`config.mk`:
```
export PLATFORM = sky130hd
export DESIGN_NAME = uart_digest_tx
export DESIGN_NICKNAME = d
export VERILOG_FILES = /design/src/rtl/uart_digest_tx.sv
export SDC_FILE = /design/constraint.sdc
export NUM_CORES = 1
export LEC_CHECK = 0
export ABC_AREA = 1
export CAP_MARGIN = 20
export CORE_UTILIZATION = 25
export DETAILED_ROUTE_END_ITERATION = 6
export HOLD_SLACK_MARGIN = 0.02
export PLACE_DENSITY_LB_ADDON = 0.08
export SLEW_MARGIN = 20
export SYNTH_ARGS = -nofsm -noshare
export SYNTH_HDL_FRONTEND = slang
export SYNTH_SLANG_ARGS = --single-unit
```
`constraint.sdc`:
```
create_clock -name CLK -period 2.2 [get_ports CLK]
set_clock_uncertainty 0.1 [all_clocks]
set_input_delay 0.44 -clock CLK [delete_from_list [all_inputs] [get_ports CLK]]
set_output_delay 0.44 -clock CLK [all_outputs]
set_load 0.02 [all_outputs]
```
`src/rtl/uart_digest_tx.sv`:
```
// uart_digest_tx
//   Sends a 256-bit digest as a UART frame (8N1, idle high), most significant
//   byte first. Default build sends the 32 raw bytes. Defining HEX_ASCII_EN
//   sends each byte as two lowercase hex characters, upper nibble first, then
//   CR LF (66 characters per frame).
//
// Parameters
//   CLK_FREQ      clock frequency in Hz
//   BAUD          UART bit rate; bit period DIV = CLK_FREQ / BAUD cycles
//
// Ports
//   CLK           clock, rising edge
//   KEY           asynchronous active-low reset
//   DIGEST        256-bit digest, sampled on handshake
//   DIGEST_VALID  DIGEST is presented
//   DIGEST_READY  block accepts a digest (IDLE only, and only while KEY=1)
//   UART_TXD      serial output
//   BUSY          a frame is in progress
//   DONE          one-cycle pulse on the last cycle of the final stop bit
//   state_dbg     current FSM state, for observation only
//
// Handshake: a digest is taken on a rising CLK edge where DIGEST_VALID and
// DIGEST_READY are both high; DIGEST is ignored on every other edge, and once
// taken the frame runs to completion (or reset) before READY returns.
module uart_digest_tx #(
    parameter int CLK_FREQ = 80000000,
    parameter int BAUD     = 115200
) (
    input  logic         CLK,
    input  logic         KEY,
    input  logic [255:0] DIGEST,
    input  logic         DIGEST_VALID,
    output logic         DIGEST_READY,
    output logic         UART_TXD,
    output logic         BUSY,
    output logic         DONE,
    output logic [1:0]   state_dbg
);

    localparam int DIV   = CLK_FREQ / BAUD;
    localparam int CNT_W = (DIV > 1) ? $clog2(DIV) : 1;
    localparam logic [CNT_W-1:0] CNT_LAST = CNT_W'(DIV - 1);

`ifdef HEX_ASCII_EN
    localparam int N_CHARS = 66;
    localparam int SHIFT   = 4;   // one nibble consumed per character
`else
    localparam int N_CHARS = 32;
    localparam int SHIFT   = 8;   // one byte consumed per character
`endif
    localparam logic [6:0] CHAR_LAST = 7'(N_CHARS - 1);

    localparam logic [1:0] S_IDLE  = 2'd0;
    localparam logic [1:0] S_START = 2'd1;
    localparam logic [1:0] S_DATA  = 2'd2;
    localparam logic [1:0] S_STOP  = 2'd3;

    logic [1:0]       state;
    logic [CNT_W-1:0] baud_cnt;
    logic [2:0]       bit_idx;
    logic [6:0]       char_idx;
    logic [255:0]     dreg;      // shifted left after each character
    logic [7:0]       cur_char;
    logic             bit_end;
    logic             handshake;

    assign bit_end   = (baud_cnt == CNT_LAST);
    assign handshake = DIGEST_VALID && DIGEST_READY;

`ifdef HEX_ASCII_EN
    logic [3:0] nib;
    assign nib = dreg[255:252];

    // Characters 64 and 65 are the CR LF terminator; the nibbles are all
    // consumed by then.
    always_comb begin
        cur_char = 8'h0A;
        if (char_idx == 7'd64) begin
            cur_char = 8'h0D;
        end else if (char_idx == 7'd65) begin
            cur_char = 8'h0A;
        end else if (nib < 4'd10) begin
            cur_char = 8'h30 + {4'd0, nib};
        end else begin
            cur_char = 8'h57 + {4'd0, nib};   // 0x57 + 10 = 'a'
        end
    end
`else
    assign cur_char = dreg[255:248];
`endif

    always_ff @(posedge CLK or negedge KEY) begin
        if (!KEY) begin
            state    <= S_IDLE;
            baud_cnt <= '0;
            bit_idx  <= '0;
            char_idx <= '0;
            dreg     <= '0;
        end else begin
            case (state)
                S_IDLE: begin
                    if (handshake) begin
                        dreg     <= DIGEST;
                        state    <= S_START;
                        baud_cnt <= '0;
                        bit_idx  <= '0;
                        char_idx <= '0;
                    end
                end
                S_START: begin
                    if (bit_end) begin
                        baud_cnt <= '0;
                        bit_idx  <= '0;
                        state    <= S_DATA;
                    end else begin
                        baud_cnt <= baud_cnt + 1'b1;
                    end
                end
                S_DATA: begin
                    if (bit_end) begin
                        baud_cnt <= '0;
                        if (bit_idx == 3'd7) begin
                            state <= S_STOP;
                        end else begin
                            bit_idx <= bit_idx + 1'b1;
                        end
                    end else begin
                        baud_cnt <= baud_cnt + 1'b1;
                    end
                end
                default: begin   // S_STOP
                    if (bit_end) begin
                        baud_cnt <= '0;
                        if (char_idx == CHAR_LAST) begin
                            // Index parks at 0 rather than wrapping into a new frame.
                            char_idx <= '0;
                            state    <= S_IDLE;
                        end else begin
                            char_idx <= char_idx + 1'b1;
                            dreg     <= dreg << SHIFT;
                            state    <= S_START;
                        end
                    end else begin
                        baud_cnt <= baud_cnt + 1'b1;
                    end
                end
            endcase
        end
    end

    always_comb begin
        UART_TXD = 1'b1;
        case (state)
            S_START: UART_TXD = 1'b0;
            S_DATA:  UART_TXD = cur_char[bit_idx];
            default: UART_TXD = 1'b1;
        endcase
    end

    // Outputs are decoded from state, so an asynchronous reset forces the
    // line high and BUSY low immediately, with no partial stop bit.
    assign DIGEST_READY = (state == S_IDLE) && KEY;
    assign BUSY         = (state != S_IDLE);
    assign DONE         = (state == S_STOP) && bit_end && (char_idx == CHAR_LAST);
    assign state_dbg    = state;

endmodule

```
# --- Word-level counts from Yosys, hierarchy flattened ---
# Cells that the tools add are included.
word_totals:
  elab_cells: 61
  in_bits: 259
  regBits: 278
op_classes:
  magnitude_cmp: 1
  eq_ne: 12
  n_bitwise: 1
  n_reduce_logical: 13
  n_mux: 26
  n_addsub: 3
op_table:
  columns: ["op", "n"]
  rows:
  - ["256-bit two-way mux", 3]
  - ["256-bit one-hot mux with 2 select lines", 1]
  - ["10-bit two-way mux", 3]
  - ["7-bit two-way mux", 3]
  - ["7-bit one-hot mux with 2 select lines", 1]
  - ["3-bit two-way mux", 4]
  - ["10-bit by 1-bit adder with 10-bit output, second input constant", 1]
  - ["10-bit equality test, second input constant", 1]
  - ["2-bit two-way mux", 5]
  - ["2-bit != test, second input constant", 5]
  - ["5-bit AND reduction", 2]
  - ["3-bit one-hot mux with 3 select lines", 1]
  - ["7-bit by 1-bit adder with 7-bit output, second input constant", 1]
  - ["7-bit by 5-bit equality test with 1-bit output, second input constant", 1]
  - ["2-bit one-hot mux with 3 select lines", 1]
  - ["2-bit equality test, second input constant", 2]
  - ["1-bit logical AND", 4]
  - ["3-bit by 4-bit less-than comparator with 1-bit output, second input constant", 1]
  - ["4-bit AND reduction", 1]
  - ["2-bit nonzero test", 2]
  - ["3-bit by 1-bit adder with 3-bit output, second input constant", 1]
  - ["1-bit binary-select mux with 3-bit select", 1]
  - ["3-bit equality test, second input constant", 1]
  - ["3-bit AND reduction", 1]
  - ["8 further kinds", 9]

# --- Longest topological paths before layout ---
logic_depth:
  word_depth: 5
  depth_mapped: 11
  ltp_nobuf: 10

# --- Worst setup path before layout ---
# OpenSTA, ideal clock, no wires.
synth_timing:
  path_type: "reg-to-output"
  startpoint: "register state[0], in the netlist state_dbg[0]"
  endpoint: "output BUSY"
  slack_ns: 0.130
  required_time_ns: 1.660
  stages_incl_launch_ff: 7
  arrival_time_ns: 1.530
  path_cell_list: "dfrtp_1 inv_1 ha_1 buf_4 inv_4 clkbuf_1 buf_2"
synth_via:
  elab_chain_cells: 1
synth_rtl:
  columns: ["element", "line", "text"]
  rows:
  - ["from (decl)", "58", "logic [1:0] state;"]
  - ["from (signal assigned)", "94", "state <= S_IDLE;"]
  - ["from (signal assigned)", "104", "state <= S_START;"]
  - ["from (signal assigned)", "114", "state <= S_DATA;"]
  - ["2-bit nonzero test", "163", "assign BUSY = (state != S_IDLE);"]
  - ["to (decl)", "35", "output logic BUSY,"]
# Every way passes these cells.

# --- Worst setup path after layout ---
layout_timing:
  startpoint: "register baud_cnt[1]"
  endpoint: "output DONE"
layout_via:
  elab_chain_cells: 3
layout_rtl:
  columns: ["element", "line", "text"]
  rows:
  - ["from (decl)", "59", "logic [CNT_W-1:0] baud_cnt;"]
  - ["from (signal assigned)", "116", "baud_cnt <= baud_cnt + 1'b1;"]
  - ["from (signal assigned)", "128", "baud_cnt <= baud_cnt + 1'b1;"]
  - ["from (signal assigned)", "144", "baud_cnt <= baud_cnt + 1'b1;"]
  - ["10-bit equality test", "67", "assign bit_end = (baud_cnt == CNT_LAST);"]
  - ["1-bit logical AND (2 in series)", "164", "assign DONE = (state == S_STOP) && bit_end && (char_idx == CHAR_LAST);"]
  - ["to (decl)", "36", "output logic DONE,"]
# Every way passes these cells.

==> flow_results.org <==
** Status
- The run finished, with violations left.
- The checks that failed: setup timing.

** Timing
- Subtracting the final worst setup slack from the clock period gives 2.34 ns.
- For the final routed database, the setup TNS stands at -0.138 ns.
- For the pin with the worst max-slew slack, the measured transition is 0.766 ns.
- Across all setup checks in the final design, the least slack found is -0.138 ns.
- Setup repair after global routing missed its margin :: true
- Achievable clock frequency :: 428 MHz
- Hold Violations, Final :: 0
- Fin. max-slew vios :: 0
- Portion of the clock cycle consumed by the worst path in the final layout :: 1.06
- The worst pin sits at a relative slew slack of 0.489.
- Setup violations remaining at the end of the flow were counted as 1.

** Global routing
- Pin count of the biggest net entering global routing :: 109
- Global routing finished with a remaining overflow of 0.
- Global router's overall resource usage :: 0.171
- The first global-routing pass estimated 82,900 um of wire.
- Initial antenna violation count :: 0
- The via count of the first global-routing pass came to 14,978.

** Routing
- For this run, design rule violations remaining after detail routing come to 0.
- Average wire per cell in the routed design :: 17.4 um
- The detailed router placed 14,800 vias in this run.
- The first routing iteration left 961 violations.
- After detailed routing, the total wire length is 55,300 um.
- In this run the remaining antenna-violating nets after routing total 0.
- For this run, the detailed router's first-pass iteration total came to 5.
- Drt via density :: 4.65

** Setup path
- Type of origin of the critical path :: flip-flop
- In this run the worst setup path terminates at DONE.
- The setup path with the least slack is of type flip-flop to primary output.
- Reg-to-Reg End :: dreg[72]$_DFFE_PN0P_
- R2r startpoint :: state_dbg[0]$_DFFE_PN0P_
- For the worst setup path, the data arrival time is 1.80 ns.
- Worst R2R Path Depth :: 12
- Setup slack on the worst reg-to-reg path comes out at 0.10 ns.
- In this run the worst path has a maximum fanout of 2.
- The critical path starts at baud_cnt[1]$_DFFE_PN0P_.
- Type of destination of the critical path :: primary output
- CP Data Required Time :: 1.66 ns

** Place
- Instance area after placement :: 0.0188 mm^2
- Half-perimeter wire length of the detailed placement result :: 33,400 um
- Once placement completed, the tool counted placed cells totaling 3,090.
- The congestion estimate from routability-driven global placement came to 0.783.
- In this run the tool buffered the top-level ports with 264 buffer cells.

** Synth
- Dividing the synthesized area by the synthesized cell count gives 6.99 um^2.
- By area the synthesized netlist is led by dfrtp_1 (47%), nand2_1 (33%), nand4_1 (11%).
- Synth Flop Type :: dfrtp_1
- Fraction of synthesis flops using an asynchronous set or reset pin :: 1.00
- The share of the Yosys chip area taken by registers is 0.466.
- Counting flops with a built-in enable in the synthesized netlist gives 0.
- In this run the cell area of the synthesized design comes to 0.0149 mm^2.
- Synthesis produced 2,138 cells.
- dfrtp_1 takes more of the synthesized area than any other cell.
- Number of flip-flops and latches in the synthesized netlist :: 278
- Fraction of post-synthesis cell area in the top cell type by area :: 0.466
- When the netlist entered floorplanning its net count stood at 2,407.
- The commonest cells after synthesis are nand2_1 (1,323), dfrtp_1 (278), nand4_1 (254), buf_2 (100), clkbuf_1 (49).
- Most repeated cell in the gate-level netlist after synthesis :: nand2_1
- Yosys printed 0 warnings.
- Synthesis instantiated 26 different standard cells from the library.

** Clock network
- CTS H-Tree Depth :: 2
- The clock reaches the later pin of the worst-skew pair after 0.55 ns.
- Total CTS buffers :: 37
- Total clock sinks :: 278
- Cell at the root of the clock tree :: clkbuf_16
- The clock passes through at most 3 buffers.
- TritonCTS built the clock tree.
- Clock-pin slew was measured on the worst setup and hold paths at 0.06 ns.

** Power
- Total design power :: 30.6 mW
- VDD sags by at most 0.809 mV.
- Power density relative to cell area :: 1480 mW/mm^2
- Pleak :: 10.7 nW

** Cells and area
- Antenna diode count :: 0
- Filler cell count in the final layout :: 6,415
- Fraction of final layout cells with drive strength greater than 1 :: 0.0825
- Final instance area :: 0.0206 mm^2
- The count of cells in the finished layout, fillers not included, comes to 3,184.
- Area growth, synth to finish :: 38.0%
- Post-layout nets :: 2,653

** Floorplan
- The die covers 0.0607 mm^2.
- Count of standard-cell rows :: 89
- The floorplan step set the die height to 246 um.
- Boundary pin count :: 265
- The region available for standard cell placement spans 0.0590 mm^2.
- The initial utilization of the core area, before any placement, comes to 0.253.
- The die is 246 um wide.

** Min path
- Classification of the worst-slack hold path :: input port to asynchronous set/reset pin

** Run
- Max-cap violations in this run came to 0.
-- cell type report --
type	instances	area (um^2)	share of cell area
clock buffers	55	1110	0.0537
clock inverters	11	88.8	0.00431
inverters	24	103	0.00498
multi-input cells	1669	7250	0.352
flip-flops and latches	278	6960	0.338
well taps	773	967	0.0469
repair buffers	374	4140	0.201
-- cell usage in the layout, fill, tap and decap left out, types with 9 or more instances in the layout --
| cell type | netlist | final |
|---|---|---|
| buf_12 | 0 | 23 |
| buf_4 | 4 | 57 |
| buf_6 | 0 | 14 |
| clkbuf_1 | 49 | 9 |
| clkbuf_16 | 0 | 48 |
| clkdlybuf4s50_1 | 0 | 257 |
| dfrtp_1 | 278 | 277 |
| inv_1 | 23 | 18 |
| nand2_1 | 1323 | 1320 |
| nand3_1 | 18 | 16 |
| nand4_1 | 254 | 254 |
| nor2_1 | 20 | 18 |
| o21ai_0 | 19 | 16 |
-- power breakdown --
group	internal (mW)	total (mW)	switching, mW
combinational	5.99	16.2	10.2
clock	3.60	6.02	2.42
sequential	7.25	8.36	1.12
-- how the worst min path moves through the flow --
stage,startpoint,to,slack (ns),cells past startpoint
finish,KEY,dreg[2]$_DFFE_PN0P_,0.22,2
global route,KEY,dreg[2]$_DFFE_PN0P_,0.22,2
CTS,KEY,dreg[2]$_DFFE_PN0P_,0.19,2
detailed placement,KEY,state_dbg[1]$_DFFE_PN0P_,0.18,1
global placement,KEY,state_dbg[0]$_DFFE_PN0P_,0.18,1
floorplan,KEY,baud_cnt[0]$_DFFE_PN0P_,0.04,0
-- metal layers --
layer  share of wire  up-vias  track usage
met4           0.020        0       0.0488
met1            0.48     7058        0.238
li1                -     7379            -
met3           0.038       63       0.0227
met2            0.47      300        0.276
met5               0        -            0
-- repair_timing --
action	4_1_cts	5_1_grt
setup endpoints to repair	18	226
hold buffers	1	0
setup buffers	3	15
hold endpoints to repair	19	0
gates resized for setup	39	36
pin swaps	2	10
gates cloned	0	10
-- cells by family (layout without fill, tap and decap cells) --
kind of cell | Yosys count | in the layout | synth area share
AND/OR/NAND/NOR | 1626 | 1627 | 0.455
XOR/XNOR | 3 | 3 | 0.00176
buffers and inverters | 192 | 464 | 0.0578
flip-flops | 278 | 278 | 0.466
AO/OA/AOI/OAI | 29 | 29 | 0.0112
adder cells (fa/ha/maj) | 10 | 10 | 0.00838
-- worst max-delay path: stages (launching register included) --
cell	delay (ns)
dfrtp_1	0.38
inv_2	0.08
ha_4	0.12
nand2_2	0.04
nor2_1	0.09
nand3_1	0.12
nor3b_2	0.24
buf_4	0.17
-- metrics by stage --
| step | worst slack [ns] | hold slack (ns) | utilization |
|---|---|---|---|
| detailed placement | -0.117 | 0.181 | 0.319 |
| floorplan | 0.130 | 0.0444 | - |
| CTS | -0.178 | 0.188 | 0.340 |
| global route | -0.248 | 0.223 | 0.349 |
| finish | -0.138 | 0.221 | 0.349 |
| global placement | -0.146 | 0.181 | 0.319 |
-- registers in the layout, summed over array words and instances, names as in the netlist --
| signal | flops |
|---|---|
| dreg | 256 |
| baud_cnt | 10 |
| bit_idx | 3 |
| char_idx | 7 |
| state_dbg | 2 |
Note: power is estimated with default switching activity, not from simulation.
